--- config.mk ---
export PLATFORM = sky130hd
export DESIGN_NAME = jpeg_idct_pingpong_ram_flat
export DESIGN_NICKNAME = d
export VERILOG_FILES = /design/src/rtl/jpeg_idct_pingpong_ram_if.sv /design/src/rtl/jpeg_idct_pingpong_ram.sv /design/src/flat_wrapper.sv
export SDC_FILE = /design/constraint.sdc
export NUM_CORES = 2
export LEC_CHECK = 0
export CAP_MARGIN = 25
export CORE_ASPECT_RATIO = 0.9
export CORE_MARGIN = 10
export CORE_UTILIZATION = 45
export CTS_CLUSTER_SIZE = 8
export DETAILED_ROUTE_END_ITERATION = 7
export PLACE_DENSITY = 0.59
export SYNTH_ARGS = -nofsm -noshare
export SYNTH_HDL_FRONTEND = slang
export SYNTH_SLANG_ARGS = --single-unit
--- constraint.sdc ---
create_clock -name clk_i -period 2.9 [get_ports clk_i]
set_input_delay 0.29 -clock clk_i [delete_from_list [all_inputs] [get_ports clk_i]]
set_output_delay 0.29 -clock clk_i [all_outputs]
set_load 0.01 [all_outputs]
--- src/rtl/jpeg_idct_pingpong_ram_if.sv ---
// Bus bundle for jpeg_idct_pingpong_ram: write side, read side and status.
// The master modport is the client (dequantiser / IDCT pass); the slave modport is the RAM.
// Optional macro JPEG_IDCT_RAM_TRANSPOSE_EN adds the transpose_i read qualifier.
interface jpeg_idct_pingpong_ram_if #(
    parameter int WIDTH  = 16,
    parameter int ADDR_W = 6
);
    logic              wr_valid_i;
    logic [ADDR_W-1:0] wr_addr_i;
    logic [WIDTH-1:0]  wr_data_i;
    logic              wr_last_i;
    logic              wr_ready_o;
    logic              overflow_o;
    logic              rd_req_i;
    logic [ADDR_W-1:0] rd_addr_i;
    logic              rd_last_i;
    logic              rd_avail_o;
    logic              rd_valid_o;
    logic [WIDTH-1:0]  rd_data_o;
    logic [1:0]        level_o;
`ifdef JPEG_IDCT_RAM_TRANSPOSE_EN
    logic              transpose_i;

    modport master (
        output wr_valid_i, wr_addr_i, wr_data_i, wr_last_i,
        output rd_req_i, rd_addr_i, rd_last_i, transpose_i,
        input  wr_ready_o, overflow_o, rd_avail_o, rd_valid_o, rd_data_o, level_o
    );

    modport slave (
        input  wr_valid_i, wr_addr_i, wr_data_i, wr_last_i,
        input  rd_req_i, rd_addr_i, rd_last_i, transpose_i,
        output wr_ready_o, overflow_o, rd_avail_o, rd_valid_o, rd_data_o, level_o
    );
`else
    modport master (
        output wr_valid_i, wr_addr_i, wr_data_i, wr_last_i,
        output rd_req_i, rd_addr_i, rd_last_i,
        input  wr_ready_o, overflow_o, rd_avail_o, rd_valid_o, rd_data_o, level_o
    );

    modport slave (
        input  wr_valid_i, wr_addr_i, wr_data_i, wr_last_i,
        input  rd_req_i, rd_addr_i, rd_last_i,
        output wr_ready_o, overflow_o, rd_avail_o, rd_valid_o, rd_data_o, level_o
    );
`endif
endinterface

--- src/rtl/jpeg_idct_pingpong_ram.sv ---
// Double-buffered (ping-pong) block store for the IDCT path.
// The writer fills one bank while the reader drains the other; a bank changes
// hands only through commit (wr_last_i) and release (rd_last_i), so an unread
// block is never overwritten. Storage is not reset; only pointers and flags are.
// Optional macro JPEG_IDCT_RAM_TRANSPOSE_EN: swaps the row/column halves of the
// read address when transpose_i is set (ADDR_W must then be even).
module jpeg_idct_pingpong_ram #(
    parameter int WIDTH  = 16,
    parameter int ADDR_W = 6
) (
    input  logic                     clk_i,
    input  logic                     rst_i,
    jpeg_idct_pingpong_ram_if.slave  bus
);

    localparam int DEPTH  = 2 ** (ADDR_W + 1);
    localparam int HALF_W = ADDR_W / 2;

    // Bank pointers, committed-bank flags and registered outputs
    logic              wr_bank_q;
    logic              rd_bank_q;
    logic [1:0]        full_q;
    logic              rd_valid_r;
    logic [WIDTH-1:0]  rd_data_r;
    logic              overflow_r;

    // Both banks in one array, bank select is the address MSB
    logic [WIDTH-1:0]  mem_r [DEPTH];

    logic              wr_ready_s;
    logic              rd_avail_s;
    logic              wr_accept_s;
    logic              wr_drop_s;
    logic              rd_accept_s;
    logic [1:0]        full_set_s;
    logic [1:0]        full_clr_s;
    logic [ADDR_W-1:0] phys_addr_s;
    logic [1:0]        level_s;

    // Handshake decode: bank status, accepts and flag set/clear masks
    always_comb begin
        wr_ready_s  = ~full_q[wr_bank_q];
        rd_avail_s  = full_q[rd_bank_q];
        wr_accept_s = bus.wr_valid_i & wr_ready_s;
        wr_drop_s   = bus.wr_valid_i & ~wr_ready_s;
        rd_accept_s = bus.rd_req_i & rd_avail_s;
        full_set_s  = 2'b00;
        full_clr_s  = 2'b00;
        if (wr_accept_s && bus.wr_last_i) begin
            full_set_s = wr_bank_q ? 2'b10 : 2'b01;
        end else begin
            full_set_s = 2'b00;
        end
        if (rd_accept_s && bus.rd_last_i) begin
            full_clr_s = rd_bank_q ? 2'b10 : 2'b01;
        end else begin
            full_clr_s = 2'b00;
        end
        level_s = {1'b0, full_q[0]} + {1'b0, full_q[1]};
    end

    // Physical read address, optionally transposed for the column pass
    always_comb begin
        phys_addr_s = bus.rd_addr_i;
`ifdef JPEG_IDCT_RAM_TRANSPOSE_EN
        if (bus.transpose_i) begin
            phys_addr_s = {bus.rd_addr_i[HALF_W-1:0], bus.rd_addr_i[ADDR_W-1:HALF_W]};
        end else begin
            phys_addr_s = bus.rd_addr_i;
        end
`endif
    end

    // Bank pointers and committed flags; commit and release hit different banks
    always_ff @(posedge clk_i or posedge rst_i) begin
        if (rst_i) begin
            wr_bank_q <= 1'b0;
            rd_bank_q <= 1'b0;
            full_q    <= 2'b00;
        end else begin
            full_q <= (full_q | full_set_s) & ~full_clr_s;
            if (wr_accept_s && bus.wr_last_i) begin
                wr_bank_q <= ~wr_bank_q;
            end
            if (rd_accept_s && bus.rd_last_i) begin
                rd_bank_q <= ~rd_bank_q;
            end
        end
    end

    // Registered read port and overflow pulse; data holds when no read is accepted
    always_ff @(posedge clk_i or posedge rst_i) begin
        if (rst_i) begin
            rd_valid_r <= 1'b0;
            rd_data_r  <= {WIDTH{1'b0}};
            overflow_r <= 1'b0;
        end else begin
            rd_valid_r <= rd_accept_s;
            overflow_r <= wr_drop_s;
            if (rd_accept_s) begin
                rd_data_r <= mem_r[{rd_bank_q, phys_addr_s}];
            end
        end
    end

    // Storage write into the current write bank; contents survive reset
    always_ff @(posedge clk_i) begin
        if (wr_accept_s) begin
            mem_r[{wr_bank_q, bus.wr_addr_i}] <= bus.wr_data_i;
        end
    end

    assign bus.wr_ready_o = wr_ready_s;
    assign bus.rd_avail_o = rd_avail_s;
    assign bus.level_o    = level_s;
    assign bus.rd_valid_o = rd_valid_r;
    assign bus.rd_data_o  = rd_data_r;
    assign bus.overflow_o = overflow_r;

endmodule
--- src/flat_wrapper.sv ---
// flat-port wrapper written by rule: the top's interface ports become plain ports
module jpeg_idct_pingpong_ram_flat 
#(
    parameter int WIDTH  = 16,
    parameter int ADDR_W = 6
)
  (clk_i, rst_i, bus_wr_valid_i, bus_wr_addr_i, bus_wr_data_i, bus_wr_last_i, bus_rd_req_i, bus_rd_addr_i, bus_rd_last_i, bus_wr_ready_o, bus_overflow_o, bus_rd_avail_o, bus_rd_valid_o, bus_rd_data_o, bus_level_o);
  jpeg_idct_pingpong_ram_if #(.WIDTH(WIDTH), .ADDR_W(ADDR_W)) bus_i ();
  input  logic clk_i;
  input  logic rst_i;
  input wire logic [$bits(bus_i.wr_valid_i)-1:0] bus_wr_valid_i;
  input wire logic [$bits(bus_i.wr_addr_i)-1:0] bus_wr_addr_i;
  input wire logic [$bits(bus_i.wr_data_i)-1:0] bus_wr_data_i;
  input wire logic [$bits(bus_i.wr_last_i)-1:0] bus_wr_last_i;
  input wire logic [$bits(bus_i.rd_req_i)-1:0] bus_rd_req_i;
  input wire logic [$bits(bus_i.rd_addr_i)-1:0] bus_rd_addr_i;
  input wire logic [$bits(bus_i.rd_last_i)-1:0] bus_rd_last_i;
  output wire logic [$bits(bus_i.wr_ready_o)-1:0] bus_wr_ready_o;
  output wire logic [$bits(bus_i.overflow_o)-1:0] bus_overflow_o;
  output wire logic [$bits(bus_i.rd_avail_o)-1:0] bus_rd_avail_o;
  output wire logic [$bits(bus_i.rd_valid_o)-1:0] bus_rd_valid_o;
  output wire logic [$bits(bus_i.rd_data_o)-1:0] bus_rd_data_o;
  output wire logic [$bits(bus_i.level_o)-1:0] bus_level_o;
  assign bus_i.wr_valid_i = bus_wr_valid_i;
  assign bus_i.wr_addr_i = bus_wr_addr_i;
  assign bus_i.wr_data_i = bus_wr_data_i;
  assign bus_i.wr_last_i = bus_wr_last_i;
  assign bus_i.rd_req_i = bus_rd_req_i;
  assign bus_i.rd_addr_i = bus_rd_addr_i;
  assign bus_i.rd_last_i = bus_rd_last_i;
  assign bus_wr_ready_o = bus_i.wr_ready_o;
  assign bus_overflow_o = bus_i.overflow_o;
  assign bus_rd_avail_o = bus_i.rd_avail_o;
  assign bus_rd_valid_o = bus_i.rd_valid_o;
  assign bus_rd_data_o = bus_i.rd_data_o;
  assign bus_level_o = bus_i.level_o;
  jpeg_idct_pingpong_ram #(.WIDTH(WIDTH), .ADDR_W(ADDR_W)) u_core (.clk_i(clk_i), .rst_i(rst_i), .bus(bus_i));
endmodule
==> reports/metrics.cfg <==
[outcome]
status=finished clean

[routing]
drtIter0Drc=5475
drtAntennaViolNets=0
route.detailed.drc=0
routedWlPerCell_um=32.8
vias=42135
drt_wl_total_mm=227
dr.pass1.iters=6
vias_per_cell=6.09

[power_and_ir_drop]
swShare=0.222
cellPowerDensity_mw_per_mm2=727
max-vdd-ir-drop_mv=0.501
combPwrFrac=0.077
internal_power_mw=54.5
clkPwrFrac=0.445
pwr-share-seq=0.478
p_leak_nw=31.4
switching_power_mw=15.6
power_mw=70.1

[die]
dieHeight_um=421
die_area_mm2=0.196
io_pins=56
start_util=0.452
dieWidth_um=466
rows=147
core-area_mm2=0.178

[setup_path]
cp_max_fo=8
required_ps=3730
crit_arrival_ps=3510
start_kind=flip-flop
endpoint_kind=flip-flop
crit_type=reg -> reg
r2r_cells=8

[clock_network]
h-tree-depth=5
clock_sinks=2070
cts.clk_slew.worst_paths_ps=50
clock_latency_ps=910
cts-resized-gates=0
clockBufferDepth=4
cts_tree=yes
numCtsBuffers=309
cts_root_buffer=clkbuf_16

[yosys]
synth-compound-area-share=0.0329
avgSynthCellArea_um2=21.1
async_flop_share=0.0106
synth_area_mm2=0.0804
synth_top_area_cell=edfxtp_1
synthCells=3807
synth_ff_type=edfxtp_1
synth_warnings=0
synthesis.nets=3842
synth_area_leaders=edfxtp_1 (76%), mux4_2 (12%), mux2i_1 (2.8%)
synth.yosys.seq_area_share=0.771
synth_top_family_by_area=multiplexers
synth-simple-area-share=0.0269
synthTopCellsByCount=edfxtp_1 (2048), mux4_2 (412), mux2i_1 (222)
synth_xor_area_frac=0
synthAdderAreaFrac=0.000156
yosysTopAreaCellShare=0.765
post-synth-top-count-cell=edfxtp_1
ys_ff_latch=2070
yosysUniqueCellTypes=70
synthMuxAreaShare=0.150
synth_edf_count=2048

[min_path]
hold_depth=1
hold_class=in -> reg

[global_route]
grt_usage=0.228
grt_pass1_wl_mm=322
grt_pass1_vias=42407
antenna_found_initial=9
overflow=0
grt_max_degree=129

[timing]
fmax_mhz=373
setup_viol=0
tns_ps=0
slew_headroom=0.286
min_period_over_period=0.923
final_hold_viol_count=0
min_period_ps=2680
worstMarginPinSlew_ps=1060
slew_violations=0
finalClockSkew_ps=74.0
setup_slack_ps=222
rsz0062_at_grt=false

[placed_design]
post-place-ws_ps=-403
gp_congestion=0.862
portBuffers=55
hpwlAfterDp_mm=142

[finish]
area_growth_pct=19.8
drive_gt1_frac=0.290
post-route-util=0.541
nets=4486

[flow_run]
maxCapViolCount=0

-- power by group through the flow --
stage | clock network (mW) | logic, mW | registers, mW
floorplan | 0 | 2.25 | 33.9
global placement | 0 | 5.31 | 34.1
detailed placement | 0 | 5.34 | 34.1
CTS | 31.7 | 5.37 | 33.5
global route | 33.0 | 5.62 | 33.5
finish | 31.2 | 5.38 | 33.5
-- kinds of logic after synthesis --
| kind of cell | count (synthesis) |
|---|---|
| buf+inv | 219 |
| simple gates | 477 |
| flops | 2070 |
| mux | 673 |
| compound gates | 367 |
| fa+ha+maj | 1 |
-- path summary, 6_finish.rpt --
path                             startpoint                       to  slack, ps
min reg2reg                u_core.full_q[0]         u_core.wr_bank_q        610
max in group asynchronous             rst_i  u_core.bus.rd_data_o[2]       2060
max reg2reg                u_core.rd_bank_q  u_core.bus.rd_data_o[4]        220
min in group asynchronous             rst_i    u_core.bus.rd_valid_o        410
max                        u_core.rd_bank_q  u_core.bus.rd_data_o[4]        220
min                        bus_wr_data_i[8]     u_core.mem_r[103][8]         30
-- critical path, cell delays in order, from the launching register on --
cell	delay, ps
dfrtp_1	360
buf_4	140
buf_4	170
and3b_1	470
buf_4	190
o31a_1	210
o31ai_1	160
nor4_1	680
a221o_1	210
-- layout make-up --
| class | count | area [um2] |
|---|---|---|
| Sequential cell | 2070 | 62000 |
| Inverter | 5 | 18.8 |
| Timing Repair Buffer | 547 | 6200 |
| Clock buffer | 374 | 8020 |
| Antenna cell | 4 | 10.0 |
| Clock inverter | 12 | 173 |
| Tap cell | 2384 | 2980 |
| Fill cell | 13723 | 81600 |
| Multi-Input combinational cell | 1518 | 16900 |
-- layout by cell type, fill, tap and decap left out, drive strengths merged, types with 10 or more instances in the layout --
cell,count
edfxtp,2048
buf,499
mux4,418
clkbuf,374
mux2i,222
nor2,177
nand2,132
o22ai,50
a21oi,48
o21ai,46
nand3,39
a22oi,38
o221ai,36
clkdlybuf4s50,33
mux2,33
a221oi,28
nor3,25
nor2b,23
dfrtp,22
a31oi,20
dlygate4sd3,15
nand2b,15
a211oi,14
o211ai,13
and2,13
and3,11
a22o,11
o32ai,10
nor4,10
o311ai,10
-- sequential cells by signal (all words and copies together) (netlist names) --
signal	count
u_core.bus.overflow_o	1
u_core.bus.rd_data_o	16
u_core.bus.rd_valid_o	1
u_core.full_q	2
u_core.mem_r	2048
u_core.rd_bank_q	1
u_core.wr_bank_q	1
-- per-stage QoR --
stage	hold slack, ps	area [um2]	std cells
final	30.5	96400	6914
after global routing	26.4	96400	6912
after CTS	9.25	96400	6910
after detailed placement	581	88000	6509
after global placement	580	88000	6509
after floorplan	279	80400	3807
-- per-layer routing --
layer / track usage / vias to the layer above / wire length (um)
li1: - / 17173 / -
met1: 0.331 / 22412 / 94500
met2: 0.344 / 2139 / 104000
met3: 0.0529 / 409 / 21500
met4: 0.0666 / 2 / 6390
met5: 0 / - / 13
-- what timing repair did --
item                      in CTS  in global routing
buffers inserted               0                  0
hold buffers                  15                  0
hold endpoints to repair     364                  0
Power figures use the tool's default switching activity.
